===== config.mk =====
export PLATFORM = sky130hd
export DESIGN_NAME = vc_arbiter_flat
export DESIGN_NICKNAME = d
export VERILOG_FILES = /design/src/rtl/pci_tx_pkg.sv /design/src/rtl/vc_arbiter_if.sv /design/src/rtl/arb_starve_guard.sv /design/src/rtl/vc_arbiter.sv /design/src/flat_wrapper.sv
export SDC_FILE = /design/constraint.sdc
export NUM_CORES = 1
export LEC_CHECK = 0
export ABC_AREA = 1
export CAP_MARGIN = 20
export CORE_MARGIN = 2
export CORE_UTILIZATION = 39
export DETAILED_ROUTE_END_ITERATION = 16
export MAX_ROUTING_LAYER = met4
export PLACE_DENSITY = 0.91
export SLEW_MARGIN = 20
export SYNTH_ARGS = -nofsm -noshare
export SYNTH_HDL_FRONTEND = slang
export SYNTH_HIERARCHICAL = 1
export SYNTH_SLANG_ARGS = --single-unit

===== constraint.sdc =====
create_clock -name clk -period 2.7 [get_ports clk]
set_clock_uncertainty 0.2 [all_clocks]
set_input_delay 0.27 -clock clk [delete_from_list [all_inputs] [get_ports clk]]
set_output_delay 0.27 -clock clk [all_outputs]
set_load 0.02 [all_outputs]

===== src/rtl/pci_tx_pkg.sv =====
// Shared transmit-layer definitions: VC arbiter state encodings, routing default
// and the arbitration next-state rule.
package pci_tx_pkg;

    typedef enum logic [1:0] {
        ARB_IDLE    = 2'd0,
        ARB_GNT_VC0 = 2'd1,
        ARB_GNT_VC1 = 2'd2,
        ARB_STALL   = 2'd3
    } arb_state_e;

    localparam int DEST_BIT_DEFAULT = 4;

    // Stall is deliberately not qualified by the head word's destination.
    function automatic arb_state_e arb_next_state(
        input logic stall,
        input logic vc0_empty,
        input logic vc1_empty,
        input logic force_vc1
    );
        arb_state_e nxt;
        if (stall && (!vc0_empty || !vc1_empty)) begin
            nxt = ARB_STALL;
        end else if (!vc0_empty && !force_vc1) begin
            nxt = ARB_GNT_VC0;
        end else if (!vc1_empty && (vc0_empty || force_vc1)) begin
            nxt = ARB_GNT_VC1;
        end else begin
            nxt = ARB_IDLE;
        end
        return nxt;
    endfunction

endpackage


===== src/rtl/vc_arbiter_if.sv =====
// Handshake bundle between the VC arbiter and its VC/D FIFOs.
// master = arbiter side, slave = FIFO side.
interface vc_arbiter_if #(
    parameter int DATA_WIDTH = 6
);
    logic                  vc0_empty;
    logic                  vc1_empty;
    logic [DATA_WIDTH-1:0] vc0_data;
    logic [DATA_WIDTH-1:0] vc1_data;
    logic                  d0_almost_full;
    logic                  d1_almost_full;
    logic                  d0_full;
    logic                  d1_full;
    logic                  pop_vc0;
    logic                  pop_vc1;
    logic                  push_d0;
    logic                  push_d1;
    logic [DATA_WIDTH-1:0] data_out;

    modport master (
        input  vc0_empty, vc1_empty, vc0_data, vc1_data,
        input  d0_almost_full, d1_almost_full, d0_full, d1_full,
        output pop_vc0, pop_vc1, push_d0, push_d1, data_out
    );

    modport slave (
        output vc0_empty, vc1_empty, vc0_data, vc1_data,
        output d0_almost_full, d1_almost_full, d0_full, d1_full,
        input  pop_vc0, pop_vc1, push_d0, push_d1, data_out
    );

endinterface


===== src/rtl/arb_starve_guard.sv =====
// Starvation guard for the VC arbiter: counts consecutive VC0 grants while VC1
// waits and forces a VC1 grant once the streak reaches VC0_WEIGHT.
module arb_starve_guard #(
    parameter int VC0_WEIGHT = 4
) (
    input  logic clk,
    input  logic reset,
    input  logic init,
    input  logic vc1_empty,
    input  logic gnt_vc0,
    input  logic gnt_vc1,
    output logic force_vc1
);

    localparam int STREAK_W = $clog2(VC0_WEIGHT + 1);
    localparam logic [STREAK_W-1:0] STREAK_MAX = STREAK_W'(VC0_WEIGHT);

    logic [STREAK_W-1:0] streak_q;
    logic [STREAK_W-1:0] streak_d;

    // Saturating at the weight keeps the counter from wrapping if VC1 stalls out.
    always_comb begin
        streak_d = streak_q;
        if (!init || vc1_empty || gnt_vc1) begin
            streak_d = '0;
        end else if (gnt_vc0 && (streak_q != STREAK_MAX)) begin
            streak_d = streak_q + 1'b1;
        end
    end

    always_ff @(posedge clk or negedge reset) begin
        if (!reset) begin
            streak_q <= '0;
        end else begin
            streak_q <= streak_d;
        end
    end

    assign force_vc1 = (streak_q == STREAK_MAX) && !vc1_empty;

endmodule


===== src/rtl/vc_arbiter.sv =====
// Two-VC to two-destination arbiter: VC0 priority, 2-cycle pop-to-push route pipeline.
// Define ARB_STARVE_GUARD_EN to bound consecutive VC0 grants while VC1 waits.
module vc_arbiter
    import pci_tx_pkg::*;
#(
    parameter int DATA_WIDTH = 6,
    parameter int DEST_BIT   = DEST_BIT_DEFAULT,
    parameter int VC0_WEIGHT = 4
) (
    input  logic              clk,
    input  logic              reset,
    input  logic              init,
    vc_arbiter_if.master      bus,
    output logic [1:0]        arb_state,
    output logic              arb_error
);

    if ((DEST_BIT >= DATA_WIDTH) || (VC0_WEIGHT < 1)) begin : g_param_check
        $error("vc_arbiter: DEST_BIT must index the word and VC0_WEIGHT must be at least 1");
    end

    arb_state_e            next_state;
    arb_state_e            state_q, state_d;
    logic                  stall;
    logic                  force_vc1;
    logic                  pop_vc0;
    logic                  pop_vc1;
    logic                  rd_valid_q, rd_valid_d;
    logic                  rd_src_q, rd_src_d;
    logic                  push_d0_q, push_d0_d;
    logic                  push_d1_q, push_d1_d;
    logic [DATA_WIDTH-1:0] data_out_q, data_out_d;
    logic                  arb_error_q, arb_error_d;
    logic [DATA_WIDTH-1:0] rd_word;

`ifdef ARB_STARVE_GUARD_EN
    arb_starve_guard #(
        .VC0_WEIGHT (VC0_WEIGHT)
    ) u_starve_guard (
        .clk       (clk),
        .reset     (reset),
        .init      (init),
        .vc1_empty (bus.vc1_empty),
        .gnt_vc0   (pop_vc0),
        .gnt_vc1   (pop_vc1),
        .force_vc1 (force_vc1)
    );
`else
    assign force_vc1 = 1'b0;
`endif

    // Stage 1 remembers which VC was popped; the FIFO word is valid one cycle
    // later and is routed into the registered push outputs in stage 2.
    always_comb begin
        stall       = bus.d0_almost_full | bus.d1_almost_full;
        next_state  = arb_next_state(stall, bus.vc0_empty, bus.vc1_empty, force_vc1);
        pop_vc0     = reset && init && (next_state == ARB_GNT_VC0);
        pop_vc1     = reset && init && (next_state == ARB_GNT_VC1);
        rd_word     = rd_src_q ? bus.vc1_data : bus.vc0_data;

        state_d     = next_state;
        rd_valid_d  = pop_vc0 | pop_vc1;
        rd_src_d    = pop_vc1;
        push_d0_d   = rd_valid_q & ~rd_word[DEST_BIT];
        push_d1_d   = rd_valid_q &  rd_word[DEST_BIT];
        data_out_d  = rd_valid_q ? rd_word : data_out_q;
        arb_error_d = arb_error_q | (push_d0_q & bus.d0_full) | (push_d1_q & bus.d1_full);

        if (!init) begin
            state_d     = ARB_IDLE;
            rd_valid_d  = 1'b0;
            rd_src_d    = 1'b0;
            push_d0_d   = 1'b0;
            push_d1_d   = 1'b0;
            data_out_d  = '0;
            arb_error_d = 1'b0;
        end
    end

    always_ff @(posedge clk or negedge reset) begin
        if (!reset) begin
            state_q     <= ARB_IDLE;
            rd_valid_q  <= 1'b0;
            rd_src_q    <= 1'b0;
            push_d0_q   <= 1'b0;
            push_d1_q   <= 1'b0;
            data_out_q  <= '0;
            arb_error_q <= 1'b0;
        end else begin
            state_q     <= state_d;
            rd_valid_q  <= rd_valid_d;
            rd_src_q    <= rd_src_d;
            push_d0_q   <= push_d0_d;
            push_d1_q   <= push_d1_d;
            data_out_q  <= data_out_d;
            arb_error_q <= arb_error_d;
        end
    end

    assign bus.pop_vc0  = pop_vc0;
    assign bus.pop_vc1  = pop_vc1;
    assign bus.push_d0  = push_d0_q;
    assign bus.push_d1  = push_d1_q;
    assign bus.data_out = data_out_q;
    assign arb_state    = state_q;
    assign arb_error    = arb_error_q;

endmodule


===== src/flat_wrapper.sv =====
// flat-port wrapper written by rule: the top's interface ports become plain ports
module vc_arbiter_flat import pci_tx_pkg::*;
#(
    parameter int DATA_WIDTH = 6,
    parameter int DEST_BIT   = DEST_BIT_DEFAULT,
    parameter int VC0_WEIGHT = 4
)
  (clk, reset, init, arb_state, arb_error, bus_vc0_empty, bus_vc1_empty, bus_vc0_data, bus_vc1_data, bus_d0_almost_full, bus_d1_almost_full, bus_d0_full, bus_d1_full, bus_pop_vc0, bus_pop_vc1, bus_push_d0, bus_push_d1, bus_data_out);
  vc_arbiter_if #(.DATA_WIDTH(DATA_WIDTH)) bus_i ();
  input  logic clk;
  input  logic reset;
  input  logic init;
  output logic [1:0] arb_state;
  output logic arb_error;
  input wire logic [$bits(bus_i.vc0_empty)-1:0] bus_vc0_empty;
  input wire logic [$bits(bus_i.vc1_empty)-1:0] bus_vc1_empty;
  input wire logic [$bits(bus_i.vc0_data)-1:0] bus_vc0_data;
  input wire logic [$bits(bus_i.vc1_data)-1:0] bus_vc1_data;
  input wire logic [$bits(bus_i.d0_almost_full)-1:0] bus_d0_almost_full;
  input wire logic [$bits(bus_i.d1_almost_full)-1:0] bus_d1_almost_full;
  input wire logic [$bits(bus_i.d0_full)-1:0] bus_d0_full;
  input wire logic [$bits(bus_i.d1_full)-1:0] bus_d1_full;
  output wire logic [$bits(bus_i.pop_vc0)-1:0] bus_pop_vc0;
  output wire logic [$bits(bus_i.pop_vc1)-1:0] bus_pop_vc1;
  output wire logic [$bits(bus_i.push_d0)-1:0] bus_push_d0;
  output wire logic [$bits(bus_i.push_d1)-1:0] bus_push_d1;
  output wire logic [$bits(bus_i.data_out)-1:0] bus_data_out;
  assign bus_i.vc0_empty = bus_vc0_empty;
  assign bus_i.vc1_empty = bus_vc1_empty;
  assign bus_i.vc0_data = bus_vc0_data;
  assign bus_i.vc1_data = bus_vc1_data;
  assign bus_i.d0_almost_full = bus_d0_almost_full;
  assign bus_i.d1_almost_full = bus_d1_almost_full;
  assign bus_i.d0_full = bus_d0_full;
  assign bus_i.d1_full = bus_d1_full;
  assign bus_pop_vc0 = bus_i.pop_vc0;
  assign bus_pop_vc1 = bus_i.pop_vc1;
  assign bus_push_d0 = bus_i.push_d0;
  assign bus_push_d1 = bus_i.push_d1;
  assign bus_data_out = bus_i.data_out;
  vc_arbiter #(.DATA_WIDTH(DATA_WIDTH), .DEST_BIT(DEST_BIT), .VC0_WEIGHT(VC0_WEIGHT)) u_core (.clk(clk), .reset(reset), .init(init), .bus(bus_i), .arb_state(arb_state), .arb_error(arb_error));
endmodule

==> out/qor.csv, run 1 <==
metric;value;unit
status;complete, no violations;
Tightest Pin Transition;0.243;ns
final number of max-transition violations;0;
Mapped Area;614;µm²
setup tns final;0;ns
fin area;998;µm²
Final Critical Period;2.24;ns
crit start category;primary input;
grt ovf;0;
sequential area share after synthesis;53.0;%
# diodes;0;
initial antenna violation count;0;
pre-CTS setup slack;0.472;ns
Required @ worst endpoint;2.23;ns
fmax;447;MHz
Pint;0.000297;W
IO Pins;34;
sw frac;23.8;%
distinct cell type count after synthesis;10;
Hold Fails Final Rpt;0;
top-area cell type share of the netlist area;53.0;%
post_cts resized;0;
Logic pwr share;17.9;%
clock sink count;13;
met1 WL;519;µm
CTS root buf;clkbuf_4;
Initial Util;41.3;%
first-pass GRT wire length;2490;µm
largest area contributor in the netlist;dfrtp_1;
First DRT Iteration DRCs;7;
Mapped Nets;103;
Vias/cell;4.51;
Fill cells;128;
dpl hpwl;1230;µm
die width;43.7;µm
clock network power share;30.5;%
Initial DRT Pass Iterations;3;
Die Area;1910;µm²
DRC Markers;0;
critical path, cell by cell;clkdlybuf4s50_1 -> nand2_1 -> nand3b_1 -> inv_1 -> clkdlybuf4s50_1;
average size of a mapped cell;7.49;µm²
Area contributors post-synth;dfrtp_1 (53%), nand2_1 (22%), inv_1 (9.2%), nand2_2 (4.1%), nor2_1 (3.1%);
number of flops mapped to enable cells by yosys;0;
Bufs and invs on worst path;3;
most frequent cell after synthesis;nand2_1;
critical path type;primary input to output pin;
FF-to-FF setup slack;1.56;ns
die extent in y;43.7;µm
Final period util;82.8;%
total power density per cell area;391;nW/µm²
H-tree Lvls;1;
CTS tree;done;
worst hold path class;primary input to asynchronous set/reset pin;
CTS max path bufs;2;
routed wire length;1470;µm
Mapped Cells;82;
share of cells above drive strength 1;9.17;%
Post-synth top cells;nand2_1 (36), inv_1 (15), dfrtp_1 (13);
most frequent CP cell;clkdlybuf4s50_1;
Port Buffer Count;33;
largest net degree at the start of global routing;14;
WL met3;113;µm
Power, Total;0.000390;W
vias in the first global route;634;
fin util;67.1;%
highest-delay cell along the critical path;clkdlybuf4s50_1;
Crit path max-delay family;buffers and inverters;
Seq pwr share;51.6;%
drt wl/cell;10.8;µm
ys flop type;dfrtp_1;
core area;1490;µm²
crit path DAT;1.77;ns
synth warn;6;
highest metal used;met4;
CP max stage delay;0.60;ns
# Post-CTS Setup Buffers;0;
clock-pin slew on the worst setup and hold paths;0.07;ns
Worst slew margin;83.8;%
post-synthesis async set-or-reset flop share;100;%
RSZ-0062 raised after global routing;no;
DP Area;972;µm²
clock latency on the worst-skew pair;0.28;ns
final net count;142;
Seq cells post-synth;13;
final setup margin;0.464;ns
GP Congestion;0.717;
MaxCap Viol Count;0;
P_leak;0.561;nW
VDD IR max;0.286;mV
final setup vio count;0;
Sw Pwr;0.0000928;W
via count;613;
DRT antenna net count;0;
area delta synth->final;62.5;%
top fanout value on the critical path;5;
routed wl met2;810;µm
number of CTS-inserted buffers;3;
crit end category;output pin;
GR Util All Layers;19.0;%
hold buffer count at cts;0;
std cell rows;14;
[sequential cells by signal, summed over array words and instances (netlist names)]
register             cells
u_core/bus.data_out      6
u_core/arb_state         2
u_core/arb_error         1
u_core/bus.push_d0       1
u_core/bus.push_d1       1
u_core/rd_src_q          1
u_core/rd_valid_q        1
[cell usage in the layout, fill, tap and decap left out]
master           Yosys  final
a21oi_1              1      1
buf_4                0      1
clkbuf_1             0      1
clkbuf_4             0      3
clkdlybuf4s50_1      0     33
dfrtp_1             13     13
inv_1               15     15
inv_2                2      2
nand2_1             36     36
nand2_2              4      4
nand3_1              3      3
nand3b_1             2      2
nor2_1               5      5
nor2_4               1      1
[cells by family (layout without fill, tap and decap cells)]
| family | Yosys count | in the layout | share of synthesized area, % |
|---|---|---|---|
| compound gates | 1 | 1 | 0.814 |
| flops | 13 | 13 | 53.0 |
| buf+inv | 17 | 55 | 10.4 |
| simple gates | 51 | 51 | 35.8 |
[path summary, 6_finish.rpt]
kind,startpoint,to,depth (start not counted)
setup reg to reg,u_core/rd_src_q,u_core/bus.data_out[3],4
max in group asynchronous,reset,u_core/bus.data_out[0],2
setup / recovery,init,bus_pop_vc0,5
min in group clk,u_core/bus.data_out[1],u_core/bus.data_out[1],2
hold / removal,reset,u_core/arb_error,2
hold reg to reg,u_core/bus.data_out[1],u_core/bus.data_out[1],2
[layout make-up]
type	instances	area, µm²	share of cell area (%)
Timing Repair Buffer	34	338	33.8
Sequential cell	13	325	32.6
Multi-Input combinational cell	52	225	22.6
Inverter	17	63.8	6.39
Clock buffer	4	26.3	2.63
Tap cell	16	20.0	2.01
[power by group through the flow]
stage | registers (W) | clock network (W) | logic, W
CTS | 0.000202 | 0.000125 | 0.0000705
global placement | 0.000205 | 0 | 0.0000684
finish | 0.000202 | 0.000119 | 0.0000697
global route | 0.000202 | 0.000134 | 0.0000761
detailed placement | 0.000206 | 0 | 0.0000702
floorplan | 0.000211 | 0 | 0.0000168
[through the flow]
step | std cells | hold WS [ns]
after CTS | 136 | 0.175
after global routing | 136 | 0.179
after detailed placement | 132 | 0.269
final | 136 | 0.189
after global placement | 132 | 0.263
after floorplan | 82 | -0.226
[per-layer routing]
metal / GRT usage (%) / up-vias
met2: 34.4 / 21
met1: 17.6 / 276
met5: - / -
li1: - / 312
met3: 6.25 / 4
met4: 9.09 / 0
(Power assumes the default switching activity.)
==> inputs of run 2 (changes only) <==
Settings changed: CORE_UTILIZATION 39 to 33, PLACE_DENSITY 0.91 to 0.83.
Clock period 2.7 ns to 1.8 ns, I/O delays scaled along.
==> run 2 against run 1 <==
Combinational power is 61% higher. Critical path depth unchanged. Worst hold slack worse by 0.081 ns. Sequential power is 50% higher. Non-clock buffer count rose by 6. Power rose by 49%. First-iteration DRC count shrank 86%. Global-route usage fell by 2.9 points. Largest power group unchanged.
==> out/qor.csv, run 2 (synthesis gave the netlist of run 1 again) <==
metric;value;unit
Hold Fails Final Rpt;0;
Die Area;2220;µm²
VDD IR max;0.377;mV
Worst slew margin;82.8;%
First DRT Iteration DRCs;1;
FF+latch area;325;µm²
DRC Markers;0;
vias in the first global route;613;
clock latency on the worst-skew pair;0.26;ns
core area;1750;µm²
commonest cells after routing, fill and taps aside;nand2_1 (36), clkdlybuf4s50_1 (31), inv_1 (15);
Port Buffer Count;33;
RSZ-0062 raised after global routing;no;
routed wire length;1450;µm
crit path DAT;1.34;ns
area delta synth->final;71.5;%
first-pass GRT wire length;2400;µm
CTS root buf;clkbuf_4;
final setup margin;0.0786;ns
Vias/cell;4.18;
fin util;60.4;%
status;complete, no violations;
GP Congestion;0.735;
worst hold path class;primary input to asynchronous set/reset pin;
Fill cells;158;
final net count;148;
max reg flops;6;
crit start category;primary input;
fmax;581;MHz
IO Pins;34;
crit end category;output pin;
GR Util All Layers;16.1;%
Power, Total;0.000583;W
H-tree Lvls;1;
share of cells above drive strength 1;13.5;%
CTS tree;done;
final number of max-transition violations;0;
die width;47.1;µm
reg2reg start;u_core/rd_src_q;
via count;631;
top fanout value on the critical path;2;
critical path type;primary input to output pin;
clock-pin slew on the worst setup and hold paths;0.08;ns
drt wl/cell;9.60;µm
Final Critical Period;1.72;ns
fin area;1050;µm²
Initial Util;35.2;%
dpl hpwl;1260;µm
commonest non-fill, non-tap cell in the layout;nand2_1;
std cell rows;15;
total power density per cell area;553;nW/µm²
Initial DRT Pass Iterations;3;
initial antenna violation count;0;
# diodes;0;
clock sink count;13;
CP Launch Point;reset;
largest net degree at the start of global routing;14;
pre-CTS setup slack;-0.218;ns
area of the multi-input gates;225;µm²
P_leak;0.596;nW
CTS max path bufs;2;
grt ovf;0;
Final period util;95.6;%
hold buffer count at cts;0;
Tightest Pin Transition;0.258;ns
MaxCap Viol Count;0;
DP Area;1030;µm²
die extent in y;47.1;µm
Required @ worst endpoint;1.42;ns
final setup vio count;0;
number of CTS-inserted buffers;3;
DRT antenna net count;0;
[run 2: cell count changes in the layout (fill, tap and decap cells not counted), sizes merged]
cell and change:
clkdlybuf4s50 -2, dlygate4sd2 +1, buf +6, clkdlybuf4s15 +1
[run 2: per-stage QoR]
| stage | cells | setup TNS, ns | hold WS, ns |
|---|---|---|---|
| 2_1_floorplan | 82 | 0 | -0.316 |
| 3_3_place_gp | 147 | -0.315 | 0.264 |
| 3_5_place_dp | 147 | -0.392 | 0.264 |
| 4_1_cts | 151 | 0 | 0.110 |
| 5_1_grt | 151 | 0 | 0.119 |
| 6_report | 151 | 0 | 0.108 |
[run 2: report_power, final]
group | internal, W | switching (W)
Sequential | 0.000299 | 0.00000339
Combinational | 0.0000674 | 0.0000449
Clock | 0.0000854 | 0.0000828
[run 2: final cells by class]
type	count	share of cell area, %
clock buffers	4	2.49
repair buffers	40	36.2
well taps	25	2.97
flip-flops and latches	13	30.9
inverters	17	6.06
multi-input cells	52	21.4
[run 2: repair_timing]
| action | 4_1_cts | 5_1_grt |
|---|---|---|
| cloned | 0 | 0 |
| buffers inserted | 0 | 0 |
| gates resized for setup | 2 | 1 |
| endpoints found under the setup margin | 2 | 1 |
[run 2: path summary, 6_finish.rpt]
| kind | slack, ns | cells past startpoint | to |
|---|---|---|---|
| min in group clk | 0.28 | 2 | u_core/bus.data_out[5] |
| min | 0.11 | 2 | u_core/bus.data_out[5] |
| max in group asynchronous | 1.14 | 2 | u_core/arb_state[0] |
| min reg2reg | 0.28 | 2 | u_core/bus.data_out[5] |
| max reg2reg | 0.63 | 4 | u_core/bus.data_out[0] |
| max | 0.08 | 5 | bus_pop_vc0 |
[run 2: per-layer routing]
| layer | global-route usage [%] | share of wire [%] | vias to the layer above |
|---|---|---|---|
| met4 | 5.56 | 1.4 | 0 |
| li1 | - | - | 329 |
| met2 | 30.4 | 54 | 19 |
| met1 | 15.8 | 40 | 279 |
| met3 | 3.85 | 4.3 | 4 |
| met5 | - | 0 | - |
[run 2: worst max-delay path, cell delays in order]
cell and delay (ns):
clkdlybuf4s50_1 0.52, nand2_1 0.08, nand3b_1 0.19, inv_1 0.08
clkdlybuf4s15_1 0.29
